===== src/rtl/seg_button_io.sv =====
// Front-panel I/O: scans a 2-digit hex display register onto a common-anode
// 7-segment display and debounces two active-low push-buttons.
module seg_button_io #(
  parameter int SCAN_DIV        = 20000,
  parameter int DEBOUNCE_CYCLES = 2000000
) (
  input  logic        clk,
  input  logic        reset,
  input  logic        disp_we,
  input  logic [10:0] disp_wdata,
  output logic [10:0] disp_rdata,
  input  logic [1:0]  buttons_i,
  output logic [1:0]  btn_state_o,
  output logic [1:0]  btn_press_o,
  output logic [7:0]  SEG_o,
  output logic [1:0]  COM_o
);
  localparam int SW = $clog2(SCAN_DIV);
  localparam int DW = $clog2(DEBOUNCE_CYCLES);
  localparam logic [SW-1:0] SCAN_LAST = SW'(SCAN_DIV - 1);
  localparam logic [DW-1:0] DEB_LAST  = DW'(DEBOUNCE_CYCLES - 1);

  // Active-low segments {g,f,e,d,c,b,a}.
  function automatic logic [6:0] hex7(input logic [3:0] v);
    case (v)
      4'h0: hex7 = 7'h40;
      4'h1: hex7 = 7'h79;
      4'h2: hex7 = 7'h24;
      4'h3: hex7 = 7'h30;
      4'h4: hex7 = 7'h19;
      4'h5: hex7 = 7'h12;
      4'h6: hex7 = 7'h02;
      4'h7: hex7 = 7'h78;
      4'h8: hex7 = 7'h00;
      4'h9: hex7 = 7'h10;
      4'hA: hex7 = 7'h08;
      4'hB: hex7 = 7'h03;
      4'hC: hex7 = 7'h46;
      4'hD: hex7 = 7'h21;
      4'hE: hex7 = 7'h06;
      default: hex7 = 7'h0E;
    endcase
  endfunction

  logic [10:0]   disp_q, disp_d;
  logic [SW-1:0] scan_q, scan_d;
  logic          digit_q, digit_d;
  logic [7:0]    seg_q, seg_d;
  logic [1:0]    com_q, com_d;
  logic [3:0]    nib;
  logic          dp;

  always_comb begin
    disp_d  = disp_we ? disp_wdata : disp_q;
    scan_d  = scan_q + SW'(1);
    digit_d = digit_q;
    if (scan_q == SCAN_LAST) begin
      scan_d  = '0;
      digit_d = ~digit_q;
    end
    nib   = digit_q ? disp_q[7:4] : disp_q[3:0];
    dp    = digit_q ? disp_q[9]   : disp_q[8];
    seg_d = 8'hFF;
    com_d = 2'b11;
    if (disp_q[10]) begin
      seg_d = {~dp, hex7(nib)};
      com_d = digit_q ? 2'b01 : 2'b10;
    end
  end

  logic [1:0]    sync1_q, sync2_q, stable_q, stable_d, press_q, press_d, s;
  logic [DW-1:0] cnt_q [2];
  logic [DW-1:0] cnt_d [2];

  assign s = ~sync2_q;

  // A change is accepted only after DEBOUNCE_CYCLES consecutive differing samples.
  always_comb begin
    stable_d = stable_q;
    press_d  = 2'b00;
    for (int i = 0; i < 2; i++) begin
      cnt_d[i] = '0;
      if (s[i] != stable_q[i]) begin
        if (cnt_q[i] == DEB_LAST) begin
          stable_d[i] = s[i];
          press_d[i]  = s[i];
        end else begin
          cnt_d[i] = cnt_q[i] + DW'(1);
        end
      end
    end
  end

  always_ff @(posedge clk) begin
    if (reset) begin
      disp_q   <= 11'h400;
      scan_q   <= '0;
      digit_q  <= 1'b0;
      seg_q    <= 8'hFF;
      com_q    <= 2'b11;
      sync1_q  <= 2'b11;
      sync2_q  <= 2'b11;
      stable_q <= 2'b00;
      press_q  <= 2'b00;
      for (int i = 0; i < 2; i++) cnt_q[i] <= '0;
    end else begin
      disp_q   <= disp_d;
      scan_q   <= scan_d;
      digit_q  <= digit_d;
      seg_q    <= seg_d;
      com_q    <= com_d;
      sync1_q  <= buttons_i;
      sync2_q  <= sync1_q;
      stable_q <= stable_d;
      press_q  <= press_d;
      for (int i = 0; i < 2; i++) cnt_q[i] <= cnt_d[i];
    end
  end

  assign disp_rdata  = disp_q;
  assign SEG_o       = seg_q;
  assign COM_o       = com_q;
  assign btn_state_o = stable_q;
  assign btn_press_o = press_q;

endmodule


===== config.mk =====
export PLATFORM = sky130hd
export DESIGN_NAME = seg_button_io
export DESIGN_NICKNAME = d
export VERILOG_FILES = /design/src/rtl/seg_button_io.sv
export SDC_FILE = /design/constraint.sdc
export NUM_CORES = 1
export LEC_CHECK = 0
export ABC_AREA = 1
export CAP_MARGIN = 20
export CORE_MARGIN = 3
export CORE_UTILIZATION = 25
export DETAILED_ROUTE_END_ITERATION = 12
export DONT_BUFFER_PORTS = 1
export PLACE_DENSITY = 0.43
export SYNTH_ARGS = -nofsm -noshare
export SYNTH_HDL_FRONTEND = slang
export SYNTH_SLANG_ARGS = --single-unit

===== constraint.sdc =====
create_clock -name clk -period 1.8 [get_ports clk]
set_input_delay 0.45 -clock clk [delete_from_list [all_inputs] [get_ports clk]]
set_output_delay 0.45 -clock clk [all_outputs]
set_load 0.02 [all_outputs]

After elaboration in Yosys (flattened, before gate mapping)
Memories as Yosys holds them, arrays and structs flattened. A register that Yosys moved wholly into a read port is not among the register bits.
Index checks and enable logic that the tools add are counted.
{"block": "totals", "rom_bits": 112, "mem_count": 2, "elab_cells": 49, "register_bits": 45, "mem_bits_rw": 42, "out_inout_bits": 25, "inputBits": 16}
{"block": "op_classes", "n_eq_ne": 5, "n_addsub": 3, "n_reduce_logical": 6, "n_mux": 12, "n_bitwise": 10}
{"name": "(no name shown)", "depth": 16, "width": 7, "rd": 1, "rd_ports_with_merged_regs": 1, "wr": 0, "line": "25", "source": "case (v)"}
{"name": "cnt_q", "depth": 2, "width": 21, "rd": 2, "rd_ports_with_merged_regs": 0, "wr": 2, "line": "72", "source": "logic [DW-1:0] cnt_q [2];"}
{"operator": "21-bit 2-to-1 mux", "count": 6}
{"operator": "21-bit by 1-bit adder with 21-bit output, second input constant", "count": 2}
{"operator": "21-bit == test, second input constant", "count": 2}
{"operator": "15-bit by 1-bit adder with 15-bit output, second input constant", "count": 1}
{"operator": "15-bit == test, second input constant", "count": 1}
{"operator": "1-bit inverter", "count": 7}
{"operator": "3-bit OR reduction", "count": 2}
{"operator": "1-bit 2-to-1 mux", "count": 4}
{"operator": "4-bit 2-to-1 mux", "count": 1}
{"operator": "2-bit AND reduction", "count": 2}
{"operator": "2-bit OR reduction", "count": 2}
{"operator": "2-bit 2-to-1 mux", "count": 1}
{"operator": "1-bit inequality test", "count": 2}
{"operator": "2-bit inverter", "count": 1}
{"operator": "1-bit bitwise OR", "count": 2}

Depth between registers and ports, before layout
{"block": "logic_depth", "ltp_word": 4, "ltp_mapped": 9, "depth_no_buf": 9}

Worst setup path after synthesis
No wires, ideal clock.
{"block": "synth_timing", "path_type": "register to register", "start": "mem cnt_q[0][21] in the netlist's numbering", "end": "mem cnt_q[0][32] in the netlist's numbering", "required_ns": 1.683, "t_arrival_ns": 1.342, "period_less_slack_ns": 1.459, "path_slack_ns": 0.341, "setup_ns": 0.117, "path_buffers": 1, "stages_incl_launch_ff": 8, "path_cell_list": "dfxtp_1 > ha_1 > nand3_1 > nor2_1 > nand3_1 > nand2_1 > buf_2 > nor2_1"}
{"item": "from (decl)", "line": "72"}

Final worst setup path
{"block": "layout_timing", "start": "reg digit_q", "end": "reg seg_q[0] (netlist: SEG_o[0])"}
{"block": "layout_between", "elab_chain_cells": 1}
{"item": "from (decl)", "line": "47", "source": "logic digit_q, digit_d;"}
{"item": "from (signal assigned)", "line": "109", "source": "digit_q <= digit_d;"}
{"item": "4-bit 2-to-1 mux", "line": "61", "source": "nib = digit_q ? disp_q[7:4] : disp_q[3:0];"}
{"item": "to (decl)", "line": "48", "source": "logic [7:0] seg_q, seg_d;"}
No other way between the ends.
A chain may end at the register's enable or synchronous reset.

==> results_dict.tcl <==
set metrics [dict create \
    status "finished, final reports clean" \
    syn_area_per_cell_um2 6.829 \
    tritoncts "built" \
    post_cts_buffers 0 \
    ctsResizeCount 0 \
    finalSetupViolations 0 \
    drive_gt1_frac 0.06421 \
    postSynthCellCount 603 \
    cts_inserted_buffers 9 \
    hpwl_um 7097 \
    drv_slew 0 \
    worst_pin_slew_ns 0.4817 \
    cts_hold_buf 0 \
    fin_area_mm2 0.004757 \
    ys_types 27 \
    clock_path_buffers 2 \
    fin_crit_ns 1.617 \
    fmax_mhz 618.5 \
    die-area_mm2 0.01805 \
    p_sw_uw 983.0 \
    nets 643 \
    ir_worst_vdd_v 0.0004710 \
    p_int_uw 3114 \
    drt_iter0_drc 137 \
    worstPathArrival_ns 1.85 \
    gp_congestion 0.8395 \
    drtPass1Iterations 4 \
    relSlewSlack 0.6767 \
    synthesis.nets 628 \
    fin_crit_sh 0.8982 \
    drt-vias-per-instance 4.292 \
    fp.coreArea_mm2 0.01600 \
    clock_latency_ns 0.34 \
    cts-root-buf "clkbuf_16" \
    synth_area_leaders "dfxtp_1 (42%), nand2_1 (13%), nor2_1 (11%)" \
    die_h_um 134.3 \
    cts_htree_levels 3 \
    hp-class "in -> reg" \
    path_clk_slew_ns 0.07 \
    finalClockSkew_ns 0.008841 \
    wl_per_cell_um 11.21 \
    wirelength_um 9409 \
    io-pin-count 41 \
    critPathKind "reg -> reg" \
    overflow 0 \
    fin_setup_tns_ns 0 \
    pwr-share-seq 0.498 \
    synth.largest_area_cell "dfxtp_1" \
    power_density_mw_per_mm2 861.2 \
    maxCapViolCount 0 \
    yosysWarnings 0 \
    p_comb_frac 0.040 \
    antenna-diode-count 0 \
    antenna_found_initial 0 \
    clock-sinks 87 \
    swShare 0.2399 \
    ys_seq_elements 87 \
    p_leak_uw 0.001603 \
    worst_slack_ns 0.1833 \
    track_usage 0.1095 \
    die_x_um 134.3 \
    crit_required_ns 2.03 \
    worst-path-max-fanout 9 \
    drc_errors 0 \
    yosysSeqAreaShare 0.4230 \
    hold_viol_final 0 \
    cp-end-kind "flip-flop" \
    start_util 0.2574 \
    synth_top_area_frac 0.4230 \
    syn_to_final_growth_pct 15.53 \
    grt_max_degree 22 \
    grt_pass1_vias 3452 \
    post_dp_cell_area_mm2 0.004458 \
    place_ws_ns 0.1994 \
    rsz0062_at_grt "false" \
    rows 46 \
    vias 3601 \
    clockPowerShare 0.462 \
    grt_pass1_wl_um 16070 \
    io_buffers 0 \
    synth_area_mm2 0.004118 \
    start_kind "flip-flop" \
    antenna_left 0 \
]
-- metrics by stage --
step	utilization	power (µW)	hold WS [ns]	instances
global placement	0.2786	2249	0.4097	823
floorplan	-	2197	0.3895	603
global route	0.2973	4266	0.1483	839
detailed placement	0.2786	2249	0.4125	823
finish	0.2973	4097	0.1686	839
CTS	0.2973	4170	0.1507	839
-- power groups by stage --
stage	Combinational, µW	Clock [µW]	Sequential, µW
CTS	164	1960	2040
detailed placement	163	0	2090
global route	189	2030	2040
finish	163	1890	2040
floorplan	115	0	2080
global placement	162	0	2090
-- state kept, by name, indices dropped and copies added, names as in the netlist --
signal       cells
btn_state_o      2
COM_o            2
sync1_q          2
cnt_q           42
btn_press_o      2
SEG_o            8
sync2_q          2
scan_q          15
digit_q          1
disp_rdata      11
-- layout by cell type (no fill, tap or decap), drive strengths merged --
cell type,netlist,routed
nand2,143,143
nor2,125,125
dfxtp,87,87
inv,63,64
nand3,50,50
a21oi,28,28
o21ai,21,21
buf,5,13
nor3,12,12
xor2,12,12
nand4,12,12
xnor2,10,10
clkbuf,4,10
ha,9,9
or2,9,9
nand3b,4,4
clkinvlp,0,3
and2,2,2
o21a,2,2
nor3b,2,2
o211ai,1,1
o21bai,1,1
a31oi,1,1
clkinv,0,1
bufinv,0,1
-- critical path, stage by stage, from the launching register on --
cell	delay, ns
dfxtp_1	0.37
inv_2	0.15
nand2_1	0.06
nand2_1	0.16
inv_1	0.11
ha_1	0.21
inv_1	0.10
nor2_1	0.08
o21ai_0	0.18
nand3_1	0.09
-- logic make-up (layout without fill, tap and decap cells) --
family	Yosys count	after routing	synth area share
AO/OA/AOI/OAI	54	54	0.07019
XOR/XNOR	22	22	0.04679
adder cells (fa/ha/maj)	9	9	0.02735
buffers and inverters	72	92	0.06715
flip-flops	87	87	0.4230
AND/OR/NAND/NOR	359	359	0.3655
-- worst paths after layout --
path | slack [ns] | depth (start not counted) | end | startpoint
hold / removal | 0.17 | 1 | digit_q$_SDFFE_PP0N_ | reset
hold reg to reg | 0.43 | 1 | sync2_q[1]$_SDFF_PP1_ | sync1_q[1]$_SDFF_PP1_
setup / recovery | 0.18 | 9 | SEG_o[0]$_SDFF_PP1_ | digit_q$_SDFFE_PP0N_
setup reg to reg | 0.18 | 9 | SEG_o[0]$_SDFF_PP1_ | digit_q$_SDFFE_PP0N_
-- metal layers --
metal / track usage / share of wire / up-vias / routed length [µm]
met4: 0.03563 / 0.013 / 0 / 127
li1: - / - / 1947 / -
met5: 0 / 0 / - / 0
met1: 0.1371 / 0.49 / 1583 / 4624
met3: 0.03976 / 0.053 / 9 / 494
met2: 0.1757 / 0.44 / 62 / 4162
-- area by class of cell --
| cell class | count | area [µm²] |
|---|---|---|
| fillers | 1790 | 11240 |
| multi-input cells | 444 | 2100 |
| repair buffers | 13 | 110.1 |
| clock inverters | 6 | 70.07 |
| clock buffers | 10 | 229.0 |
| well taps | 216 | 270.3 |
| flip-flops and latches | 87 | 1742 |
| inverters | 63 | 236.5 |
-- cells in the mapped netlist --
master / number
a21oi_1: 27
a21oi_2: 1
a31oi_1: 1
and2_1: 2
buf_2: 5
clkbuf_1: 4
dfxtp_1: 87
ha_1: 9
inv_1: 61
inv_2: 2
nand2_1: 143
nand3_1: 50
nand3b_1: 4
nand4_1: 12
nor2_1: 125
nor3_1: 12
nor3b_1: 2
o211ai_1: 1
o21a_1: 2
o21ai_0: 19
o21ai_1: 1
o21ai_2: 1
o21bai_1: 1
or2_1: 1
or2_2: 8
xnor2_1: 10
xor2_1: 12
Power figures use the tool's default switching activity.
